$ cat config.mk
export PLATFORM = sky130hd
export DESIGN_NAME = pipeline_ctrl
export DESIGN_NICKNAME = d
export VERILOG_FILES = /design/src/rtl/neonfox_pkg.sv /design/src/rtl/sat_counter.sv /design/src/rtl/pipeline_ctrl.sv
export SDC_FILE = /design/constraint.sdc
export NUM_CORES = 1
export LEC_CHECK = 0
export CAP_MARGIN = 10
export CORE_MARGIN = 2
export CORE_UTILIZATION = 40
export DETAILED_ROUTE_END_ITERATION = 10
export HOLD_SLACK_MARGIN = 0.08
export REMOVE_ABC_BUFFERS = 1
export SLEW_MARGIN = 25
export SYNTH_ARGS = -nofsm -noshare
export SYNTH_HDL_FRONTEND = slang
export SYNTH_SLANG_ARGS = --single-unit
$ cat constraint.sdc
create_clock -name clk -period 2.06 [get_ports clk]
set_input_delay 0.412 -clock clk [delete_from_list [all_inputs] [get_ports clk]]
set_output_delay 0.412 -clock clk [all_outputs]
set_load 0.1 [all_outputs]
$ cat src/rtl/neonfox_pkg.sv
// neonfox_pkg
//   Shared types and defaults for the NeonFox pipeline sequencing logic.
//   - pctl_state_t     : pipeline_ctrl FSM state encoding
//   - FLUSH_CYCLES_DEF : default number of flush cycles after a taken transfer
//   - TIMEOUT_DEF      : default bus-wait cycles before a stall fault
//   - TIMER_W          : width of the bus-wait timer
package neonfox_pkg;

    typedef enum logic [2:0] {
        StRun    = 3'd0,
        StDwait  = 3'd1,
        StIowait = 3'd2,
        StFlush  = 3'd3,
        StFault  = 3'd4
    } pctl_state_t;

    localparam int unsigned FLUSH_CYCLES_DEF = 2;
    localparam int unsigned TIMEOUT_DEF      = 255;
    localparam int unsigned TIMER_W          = 8;

endpackage

$ cat src/rtl/sat_counter.sv
// sat_counter
//   Saturating up-counter. Increments on en, sticks at all-ones.
//   Ports:
//     clk   in  clock
//     rst   in  synchronous active-high reset, clears the count
//     en    in  increment enable
//     count out current count
module sat_counter #(
    parameter int unsigned WIDTH = 16
) (
    input  logic             clk,
    input  logic             rst,
    input  logic             en,
    output logic [WIDTH-1:0] count
);

    logic [WIDTH-1:0] r_count;

    always_ff @(posedge clk) begin
        if (rst) begin
            r_count <= '0;
        end else if (en && (r_count != {WIDTH{1'b1}})) begin
            r_count <= r_count + WIDTH'(1);
        end
    end

    assign count = r_count;

endmodule

$ cat src/rtl/pipeline_ctrl.sv
// pipeline_ctrl
//   Pipeline sequencing controller for the NeonFox CPU. Watches the
//   execute-stage controls from decode and produces stall, squash and
//   PC-request acknowledges.
//   Ports:
//     clk, rst                     clock, synchronous active-high reset
//     pc_jmp, pc_call, pc_ret      held jump/call/return requests
//     pc_brx, brx_taken            conditional branch request and its outcome
//     data_ren, data_wren, d_ready data-memory access and completion
//     IO_ren, IO_wren, io_ready    IO access and completion
//     p_cache_miss                 program cache miss (stretches flush)
//     hazard                       combinational stall of decode/fetch
//     flush                        registered squash of the decoded instruction
//     jmp_rst, brx_rst             registered one-cycle request acknowledges
//     stall_timeout                sticky bus-wait fault
//     stall_cycles                 saturating count of hazard cycles
module pipeline_ctrl
    import neonfox_pkg::*;
#(
    parameter int unsigned FLUSH_CYCLES = FLUSH_CYCLES_DEF,
    parameter int unsigned TIMEOUT      = TIMEOUT_DEF
) (
    input  logic        clk,
    input  logic        rst,
    input  logic        pc_jmp,
    input  logic        pc_call,
    input  logic        pc_ret,
    input  logic        pc_brx,
    input  logic        brx_taken,
    input  logic        data_ren,
    input  logic        data_wren,
    input  logic        d_ready,
    input  logic        IO_ren,
    input  logic        IO_wren,
    input  logic        io_ready,
    input  logic        p_cache_miss,
    output logic        hazard,
    output logic        flush,
    output logic        jmp_rst,
    output logic        brx_rst,
    output logic        stall_timeout,
    output logic [15:0] stall_cycles
);

    localparam int unsigned FCW = (FLUSH_CYCLES > 1) ? $clog2(FLUSH_CYCLES) : 1;
    localparam logic [FCW-1:0]     FCNT_LOAD = FCW'(FLUSH_CYCLES - 1);
    localparam logic [TIMER_W-1:0] TMO_LAST  = TIMER_W'(TIMEOUT - 1);

    pctl_state_t        r_state;
    logic [TIMER_W-1:0] r_timer;
    logic [FCW-1:0]     r_fcnt;
    logic               r_flush;
    logic               r_jmp_rst;
    logic               r_brx_rst;
    logic               r_stall_timeout;

    logic w_dacc;
    logic w_iacc;
    logic w_dstall;
    logic w_istall;
    logic w_hazard;

    always_comb begin
        w_dacc   = data_ren | data_wren;
        w_iacc   = IO_ren | IO_wren;
        w_dstall = w_dacc & ~d_ready;
        w_istall = w_iacc & ~io_ready;
        w_hazard = 1'b0;
        unique case (r_state)
            StRun:    w_hazard = w_dstall | w_istall;
            StDwait:  w_hazard = ~d_ready;
            StIowait: w_hazard = ~io_ready;
            StFault:  w_hazard = 1'b1;
            default:  w_hazard = 1'b0;
        endcase
    end

    always_ff @(posedge clk) begin
        if (rst) begin
            r_state         <= StRun;
            r_timer         <= '0;
            r_fcnt          <= '0;
            r_flush         <= 1'b0;
            r_jmp_rst       <= 1'b0;
            r_brx_rst       <= 1'b0;
            r_stall_timeout <= 1'b0;
        end else begin
            // Acknowledges are single-cycle pulses by construction.
            r_jmp_rst <= 1'b0;
            r_brx_rst <= 1'b0;
            unique case (r_state)
                StRun: begin
                    // Stalls outrank transfers; decode holds the transfer until
                    // the wait has resolved.
                    if (w_dstall) begin
                        r_state <= StDwait;
                        r_timer <= '0;
                    end else if (w_istall) begin
                        r_state <= StIowait;
                        r_timer <= '0;
                    end else if (pc_jmp || pc_call) begin
                        r_jmp_rst <= 1'b1;
                        r_state   <= StFlush;
                        r_flush   <= 1'b1;
                        r_fcnt    <= FCNT_LOAD;
                    end else if (pc_ret) begin
                        r_state <= StFlush;
                        r_flush <= 1'b1;
                        r_fcnt  <= FCNT_LOAD;
                    end else if (pc_brx) begin
                        r_brx_rst <= 1'b1;
                        if (brx_taken) begin
                            r_state <= StFlush;
                            r_flush <= 1'b1;
                            r_fcnt  <= FCNT_LOAD;
                        end
                    end
                end
                StDwait: begin
                    if (d_ready) begin
                        r_state <= StRun;
                        r_timer <= '0;
                    end else if (r_timer == TMO_LAST) begin
                        r_state         <= StFault;
                        r_stall_timeout <= 1'b1;
                    end else begin
                        r_timer <= r_timer + TIMER_W'(1);
                    end
                end
                StIowait: begin
                    if (io_ready) begin
                        r_state <= StRun;
                        r_timer <= '0;
                    end else if (r_timer == TMO_LAST) begin
                        r_state         <= StFault;
                        r_stall_timeout <= 1'b1;
                    end else begin
                        r_timer <= r_timer + TIMER_W'(1);
                    end
                end
                StFlush: begin
                    // A cache miss freezes the countdown, stretching the flush.
                    if (!p_cache_miss) begin
                        if (r_fcnt == '0) begin
                            r_state <= StRun;
                            r_flush <= 1'b0;
                        end else begin
                            r_fcnt <= r_fcnt - FCW'(1);
                        end
                    end
                end
                StFault: begin
                    r_stall_timeout <= 1'b1;
                end
                default: begin
                    r_state <= StRun;
                    r_flush <= 1'b0;
                end
            endcase
        end
    end

    sat_counter #(
        .WIDTH (16)
    ) u_stall_cnt (
        .clk   (clk),
        .rst   (rst),
        .en    (w_hazard),
        .count (stall_cycles)
    );

    assign hazard        = w_hazard;
    assign flush         = r_flush;
    assign jmp_rst       = r_jmp_rst;
    assign brx_rst       = r_brx_rst;
    assign stall_timeout = r_stall_timeout;

endmodule

==> results of run 1 <==
metrics by stage:
stage	std cells	cell area, µm²	total power [W]	setup TNS [ns]
4_1_cts	322	2390	0.00167	0
5_1_grt	322	2390	0.00174	0
3_5_place_dp	311	2250	0.00114	-2.95
6_report	322	2390	0.00166	0
2_1_floorplan	202	1700	0.000955	-6.99
3_3_place_gp	311	2250	0.00114	-3.21
worst paths after layout:
| path | start | endpoint | slack (ns) |
|---|---|---|---|
| hold reg to reg | stall_timeout | stall_timeout | 0.45 |
| hold / removal | stall_timeout | stall_timeout | 0.45 |
| setup reg to reg | r_state[1] | u_stall_cnt.count[11] | 0.15 |
| setup / recovery | d_ready | hazard | 0.12 |
area by class of cell:
type	count	area share (%)
Clock buffer	8	3.76
Tap cell	52	2.72
Sequential cell	32	26.9
Timing Repair Buffer	60	20.9
Multi-Input combinational cell	164	44.8
Inverter	6	0.941
kinds of logic (layout without fill, tap and decap cells):
logic type               after synthesis  after routing  synth area share [%]
multiplexers                           3              3                  1.79
XOR/XNOR                               9              9                  4.51
buffers and inverters                 15             74                  4.22
AO/OA/AOI/OAI                         62             62                  24.6
adder cells (fa/ha/maj)                3              3                  2.15
flip-flops                            32             32                  36.6
AND/OR/NAND/NOR                       87             87                  26.1
flip-flops by register name, summed over array words and instances, names as in the netlist:
| register | cells |
|---|---|
| stall_timeout | 1 |
| r_fcnt | 1 |
| brx_rst | 1 |
| u_stall_cnt.count | 16 |
| flush | 1 |
| jmp_rst | 1 |
| r_timer | 8 |
| r_state | 3 |
per-layer routing:
metal | vias to the layer above | track usage (%) | part of all wire, %
li1 | 883 | - | -
met1 | 778 | 23.6 | 49
met2 | 23 | 30.4 | 47
met3 | 5 | 4.47 | 3.5
met4 | 0 | 7.69 | 1.1
met5 | - | 0 | 0
power groups by stage:
| stage | combinational (W) | clock (W) | sequential, W |
|---|---|---|---|
| floorplan | 0.000175 | 0 | 0.000780 |
| global placement | 0.000457 | 0 | 0.000680 |
| detailed placement | 0.000456 | 0 | 0.000681 |
| CTS | 0.000483 | 0.000520 | 0.000668 |
| global route | 0.000519 | 0.000549 | 0.000675 |
| finish | 0.000483 | 0.000503 | 0.000671 |
placed cells by master, fill, tap and decap left out, drive strengths merged, types with 3 or more instances in the layout:
cell type,Yosys,layout
nor2,29,29
buf,4,47
nand4,6,6
inv,6,6
xnor2,9,9
a21o,4,4
nor3,6,6
dlygate4sd2,0,6
a21oi,20,20
or4,3,3
nand2,12,12
o31ai,5,5
or2,4,4
dfxtp,32,32
ha,3,3
nor2b,4,4
a211oi,8,8
nand3,8,8
o21ba,3,3
clkbuf,5,8
clkdlybuf4s50,0,7
o21ai,10,10
worst max-delay path: cells and delay by family:
kind,cells,cell delay (ns)
buffers and inverters,4,0.72
and+or+nand+nor,2,0.27
AOI/OAI and AO/OA,1,0.12
what timing repair did:
action / CTS / global route
resized for setup: 12 / 3
pin swaps: 4 / 0
setup buffers: 3 / 0
endpoints found under the setup margin: 1 / 5
==> impl_metrics.yaml, run 1 <==
global_route:
  grt_first_pass_wirelength_mm: 7.54
  grt_pass1_vias: 1665
  grt_max_degree: 17
  antenna_found_initial: 0
  gr-total-overflow: 0
  track_usage_pct: 18.6
sta:
  setup_viol: 0
  finalCriticalPeriod_ns: 1.94
  max_slew_margin_pct: 72.3
  worst_hold_slack_ns: 0.450
  fmax_mhz: 514
  grt_setup_unrepaired: "false"
  fin_skew_ns: 0.00516
  worst_pin_slew_ns: 0.412
  fin_ws_ns: 0.115
  slew_violations: 0
  fin_crit_sh_pct: 94.4
  hold_viol: 0
die:
  die_area_um2: 4920
  die_h_um: 70.1
  core_area_um2: 4290
  rows: 24
  die_w_um: 70.1
  start_util_pct: 40.7
  ioPinCount: 35
synthesis:
  yosysSeqAreaShare_pct: 36.6
  yosysMostFrequentCell: "dfxtp_1"
  synth_top_area_share_pct: 36.6
  synth_seq_cells: 32
  synthCells: 211
  synth_enable_flop_cells: 0
  ys_warn_count: 0
  synth_common_cells: "dfxtp_1 (32), nor2_1 (29), a21oi_1 (20)"
  netlist_area_um2: 1750
  synth_top_flop_cell: "dfxtp_1"
  synth_area_per_cell_um2: 8.29
  async_reset_ff_share_pct: 0
  ys_types: 45
  synth_top_cells_by_area: "dfxtp_1 (37%), nor2_1 (6.2%), a21oi_1 (5.7%)"
  synth_area_leader_cell: "dfxtp_1"
clock_network:
  cts.clk_slew.worst_paths_ns: 0.07
  cts_tree: "yes"
  cts.sink_count: 32
  clk_latency_ns: 0.28
  holdBufCountCts: 0
  cts_root_buf: "clkbuf_8"
  cts_buffers: 5
  h-tree-depth: 2
  cts_buffer_depth: 2
setup_path:
  cp_slowest_stage_delay_ns: 0.26
  worstPathMaxFanout: 5
  crit_chain: "dlygate4sd2_1 > buf_4 > nor3b_4 > o21bai_2 > buf_12 > nand2_2 > buf_12"
  crit_top_cell: "buf_12"
  worstSetupStartpointType: "input pin"
  ff2ff_path_depth: 7
  worstSetupPathType: "input pin to primary output"
  critical_path.slowest_cell: "dlygate4sd2_1"
  cp-end-kind: "primary output"
  cp.required_ns: 1.65
  worstPathArrival_ns: 1.53
min_path:
  holdPathStages: 2
  min_path_type: "register to register"
placed_design:
  place_hpwl_mm: 3.03
  io_buffer_count: 34
  dp_slack_ns: -0.280
  gp_congestion: 0.832
power:
  p_int_w: 0.00111
  p_leak_nw: 0.929
  clkPwrFrac_pct: 30.4
  powerDensity_nw_per_um2: 692
  sw_frac_of_total_pct: 32.8
  p_seq_share_pct: 40.5
  ir_worst_vdd_uv: 382
  p_comb_share_pct: 29.2
  switchingPower_w: 0.000543
layout:
  multi_input_area_um2: 1070
  area_growth_syn_to_layout_pct: 36.8
  layout-drive-gt1-share_pct: 28.1
  n_fill_cell: 422
  regArea_um2: 643
  post-route-util_pct: 55.7
  antenna_cells: 0
  fin_nets: 286
route:
  first_iter_violations: 107
  drc_errors: 0
  dr.pass1.iters: 4
  wl_per_cell_um: 13.2
  num_vias: 1689
  wl_mm: 4.25
  drtAntennaViolNets: 0
  viasPerCell: 5.25
status:
  outcome: "completed"
run:
  drv_cap: 0
(Power assumes the default switching activity.)
==> inputs of run 2 (changes only) <==
--- a/config.mk
+++ b/config.mk
@@ -5,12 +5,13 @@
 export SDC_FILE = /design/constraint.sdc
 export NUM_CORES = 1
 export LEC_CHECK = 0
-export CAP_MARGIN = 10
+export CAP_MARGIN = 20
 export CORE_MARGIN = 2
 export CORE_UTILIZATION = 40
 export DETAILED_ROUTE_END_ITERATION = 10
 export HOLD_SLACK_MARGIN = 0.08
 export REMOVE_ABC_BUFFERS = 1
+export SKIP_CTS_REPAIR_TIMING = 1
 export SLEW_MARGIN = 25
 export SYNTH_ARGS = -nofsm -noshare
 export SYNTH_HDL_FRONTEND = slang
==> run 2 against run 1 <==
Design area grew 2.6%. Critical endpoint is now u_stall_cnt.count[15]. Critical path depth did not move. Final cell count grew 0.31%.
==> impl_metrics.yaml, run 2 (synthesis gave the netlist of run 1 again) <==
clock_network:
  cts.sink_count: 32
  clk_latency_ns: 0.28
  cts_tree: "yes"
  cts.clk_slew.worst_paths_ns: 0.07
  cts_buffer_depth: 2
  cts_root_buf: "clkbuf_8"
  h-tree-depth: 2
  cts_buffers: 5
min_path:
  min_from: "stall_timeout"
  holdPathStages: 2
  holdPathEnd: "stall_timeout"
  min_path_type: "register to register"
die:
  die_area_um2: 4920
  ioPinCount: 35
  die_h_um: 70.1
  die_w_um: 70.1
  rows: 24
  core_area_um2: 4290
  start_util_pct: 40.7
status:
  outcome: "completed"
sta:
  slew_violations: 0
  hold_viol: 0
  finalCriticalPeriod_ns: 1.98
  fin_skew_ns: 0.00536
  grt_setup_unrepaired: "false"
  max_slew_margin_pct: 75.1
  tns_ns: 0
  worst_pin_slew_ns: 0.372
  fin_crit_sh_pct: 96.0
  fin_ws_ns: 0.0819
  setup_viol: 0
  fmax_mhz: 506
route:
  wl_met3_um: 164
  route.met2.wl_mm: 1.94
  wl_mm: 4.23
  drt-met1-wl_mm: 2.08
  drc_errors: 0
  first_iter_violations: 125
  wl_per_cell_um: 13.1
  viasPerCell: 5.27
  drtAntennaViolNets: 0
  dr.pass1.iters: 4
  num_vias: 1702
  maxUsedRoutingLayer: "met4"
power:
  p_leak_nw: 1.00
  powerDensity_nw_per_um2: 682
  power_w: 0.00167
  ir_worst_vdd_uv: 378
placed_design:
  gp_congestion: 0.832
  dp_slack_ns: -0.280
  io_buffer_count: 34
  place_hpwl_mm: 3.03
layout:
  layout-drive-gt1-share_pct: 28.4
  fin_nets: 287
  layout_common_cells: "buf_4 (45), dfxtp_1 (30), nor2_1 (29)"
  post-route-util_pct: 57.2
  final_common_cell: "buf_4"
  area_growth_syn_to_layout_pct: 40.3
  largest_reg_flops: 16
  antenna_cells: 0
run:
  drv_cap: 0
global_route:
  grt_max_degree: 17
  grt_first_pass_wirelength_mm: 7.24
  track_usage_pct: 17.9
  grt_pass1_vias: 1605
  gr-total-overflow: 0
  antenna_found_initial: 0
setup_path:
  worstPathArrival_ns: 2.20
  cp.required_ns: 2.28
  worstSetupPathType: "register to register"
  ff2ff_path_depth: 7
  cp-end-kind: "register"
  regToRegSetupSlack_ns: 0.08
  r2r_start: "r_state[1]"
  worstSetupStartpointType: "register"
  worstReg2RegEnd: "u_stall_cnt.count[15]"
  worstPathMaxFanout: 6
[run 2: cell count changes in the layout (fill, tap and decap cells not counted), sizes merged]
cell          delta
buf              +1
dlymetal6s2s     +6
dlygate4sd2      -6
[run 2: where the power goes]
| group | total, W | switching (W) | internal, W |
|---|---|---|---|
| clock | 0.000503 | 0.000231 | 0.000272 |
| combinational | 0.000500 | 0.000288 | 0.000211 |
| sequential | 0.000671 | 0.0000273 | 0.000643 |
[run 2: per-layer routing]
metal	GRT usage, %	vias to the layer above
met5	0	-
met4	7.69	0
met3	4.47	5
met2	28.9	35
met1	22.8	778
li1	-	884
[run 2: worst max path at each step]
stage | start | end | slack, ns | cells after the start
2_1_floorplan | data_wren | hazard | -0.70 | 3
3_3_place_gp | d_ready | hazard | -0.25 | 6
3_5_place_dp | d_ready | u_stall_cnt.count[11] | -0.28 | 7
4_1_cts | d_ready | hazard | -0.25 | 6
5_1_grt | u_stall_cnt.count[1] | u_stall_cnt.count[14] | 0.006 | 6
6_report | r_state[1] | u_stall_cnt.count[15] | 0.08 | 7
[run 2: layout make-up]
| class | instances | area, µm² |
|---|---|---|
| Multi-Input combinational cell | 164 | 1100 |
| Fill cell | 404 | 1840 |
| Inverter | 6 | 22.5 |
| Sequential cell | 32 | 643 |
| Clock buffer | 8 | 90.1 |
| Timing Repair Buffer | 61 | 534 |
| Tap cell | 52 | 65.1 |
[run 2: critical path, stage by stage, from the launching register on]
cell     delay [ns]
dfxtp_2        0.37
nor2_1         0.30
o31ai_4        0.13
buf_6          0.14
buf_4          0.14
a21o_4         0.23
or4_1          0.47
a21oi_1        0.14
[run 2: stage by stage]
stage | instance area (µm²) | cells | hold WS, ns
6_report | 2450 | 323 | 0.452
5_1_grt | 2450 | 323 | 0.482
4_1_cts | 2340 | 319 | 0.454
3_5_place_dp | 2250 | 311 | 0.443
3_3_place_gp | 2250 | 311 | 0.441
2_1_floorplan | 1700 | 202 | 0.443
==> inputs of run 3 (changes only) <==
--- a/config.mk
+++ b/config.mk
@@ -6,7 +6,7 @@
 export NUM_CORES = 1
 export LEC_CHECK = 0
 export CAP_MARGIN = 20
-export CORE_MARGIN = 2
+export CORE_MARGIN = 5
 export CORE_UTILIZATION = 40
 export DETAILED_ROUTE_END_ITERATION = 10
 export HOLD_SLACK_MARGIN = 0.08
==> run 3 against run 2 <==
First-iteration DRC count fell by 41%. Hold slack better by 0.0039 ns. Design area grew 0.31%. Sequential share of layout area fell by 0.080 points. Combinational power down 4.2%. Sequential power is essentially flat. Clock-buffer cell count shrank 1.
==> impl_metrics.yaml, run 3 (synthesis gave the netlist of run 1 again) <==
setup_path:
  ff2ff_path_depth: 7
  worstSetupPathType: "register to register"
  cp-end-kind: "register"
  worstSetupStartpointType: "register"
  startpoint: "r_state[1]"
  r2r_start: "r_state[1]"
  regToRegSetupSlack_ns: 0.17
  worstPathMaxFanout: 6
  crit_path_end: "u_stall_cnt.count[11]"
  worstPathArrival_ns: 2.11
  cp.required_ns: 2.28
  worstReg2RegEnd: "u_stall_cnt.count[11]"
placed_design:
  place_hpwl_mm: 3.06
  io_buffer_count: 34
  gp_congestion: 0.805
  place_inst: 314
  place_area_um2: 2260
route:
  drtAntennaViolNets: 0
  wl_mm: 4.19
  wl_per_cell_um: 12.9
  first_iter_violations: 74
  route.met2.wl_mm: 1.98
  dr.pass1.iters: 4
  drt-met1-wl_mm: 2.06
  viasPerCell: 5.15
  maxUsedRoutingLayer: "met4"
  num_vias: 1669
  drc_errors: 0
  wl_met3_um: 113
layout:
  fin_nets: 288
  fin_cells: 324
  largest_reg_flops: 16
  area_growth_syn_to_layout_pct: 40.8
  antenna_cells: 0
  n_fill_cell: 404
  final_common_cell: "buf_4"
  layout_common_cells: "buf_4 (47), dfxtp_1 (30), nor2_1 (28)"
  post-route-util_pct: 57.3
  layout-drive-gt1-share_pct: 29.8
  final_cell_area_um2: 2460
sta:
  worst_pin_slew_ns: 0.409
  grt_setup_unrepaired: "false"
  tns_ns: 0
  hold_viol: 0
  fin_skew_ns: 0.00228
  fin_crit_sh_pct: 91.9
  setup_viol: 0
  max_slew_margin_pct: 72.5
  finalCriticalPeriod_ns: 1.89
  fmax_mhz: 528
  slew_violations: 0
power:
  p_leak_nw: 1.00
  ir_worst_vdd_uv: 414
  powerDensity_nw_per_um2: 738
clock_network:
  cts_root_buf: "clkbuf_8"
  cts_buffers: 5
  cts_buffer_depth: 2
  cts_tree: "yes"
  cts.sink_count: 32
  h-tree-depth: 2
  clk_latency_ns: 0.28
  cts.clk_slew.worst_paths_ns: 0.07
die:
  start_util_pct: 40.7
  die_h_um: 76.1
  core_area_um2: 4290
  die_w_um: 76.1
  die_area_um2: 5800
  rows: 24
  ioPinCount: 35
global_route:
  grt_max_degree: 24
  gr-total-overflow: 0
  grt_pass1_vias: 1583
  grt_first_pass_wirelength_mm: 7.04
  antenna_found_initial: 0
  track_usage_pct: 14.3
run:
  drv_cap: 0
min_path:
  min_path_type: "register to register"
status:
  outcome: "completed"
==> run 3: final cells by class <==
type                       instances  area, µm²  area share [%]
clock buffer                       7       96.3            3.91
inverter                           6       22.5           0.915
sequential                        32        643            26.1
timing repair buffer              62        529            21.5
multi-input combinational        164       1080            43.7
clock inverter                     1       30.0            1.22
tap                               52       65.1            2.64
==> run 3: where the power goes <==
group	switching (W)	internal [W]	total, W
Combinational	0.000283	0.000197	0.000479
Sequential	0.0000252	0.000643	0.000669
Clock	0.000242	0.000427	0.000669
==> run 3: metrics by stage <==
stage | total power [W] | hold WS [ns] | setup slack, ns
finish | 0.00182 | 0.456 | 0.168
global route | 0.00190 | 0.490 | 0.0302
CTS | 0.00182 | 0.463 | -0.226
detailed placement | 0.00114 | 0.453 | -0.254
global placement | 0.00114 | 0.441 | -0.237
floorplan | 0.000955 | 0.443 | -0.696
==> run 3: per-layer routing <==
metal,up-vias,global-route usage [%]
met5,-,0
met2,24,23.1
met3,4,3.78
met4,0,5.59
met1,751,18.2
li1,890,-
==> run 3: worst min path at each step <==
stage                  start       endpoint  slack, ns  cells past startpoint
3_3_place_gp   stall_timeout  stall_timeout       0.44                      2
3_5_place_dp   stall_timeout  stall_timeout       0.45                      2
4_1_cts        stall_timeout  stall_timeout       0.46                      2
5_1_grt        stall_timeout  stall_timeout       0.49                      2
6_report       stall_timeout  stall_timeout       0.46                      2
2_1_floorplan         r_fcnt         r_fcnt       0.44                      2
==> run 3: critical path: stages, from the launching register on <==
cell and delay, ns:
dfxtp_2 0.36, nor2_2 0.22, o31ai_4 0.11, buf_6 0.13, buf_4 0.15, a21o_1 0.20, or4_1 0.51, a21oi_2 0.15
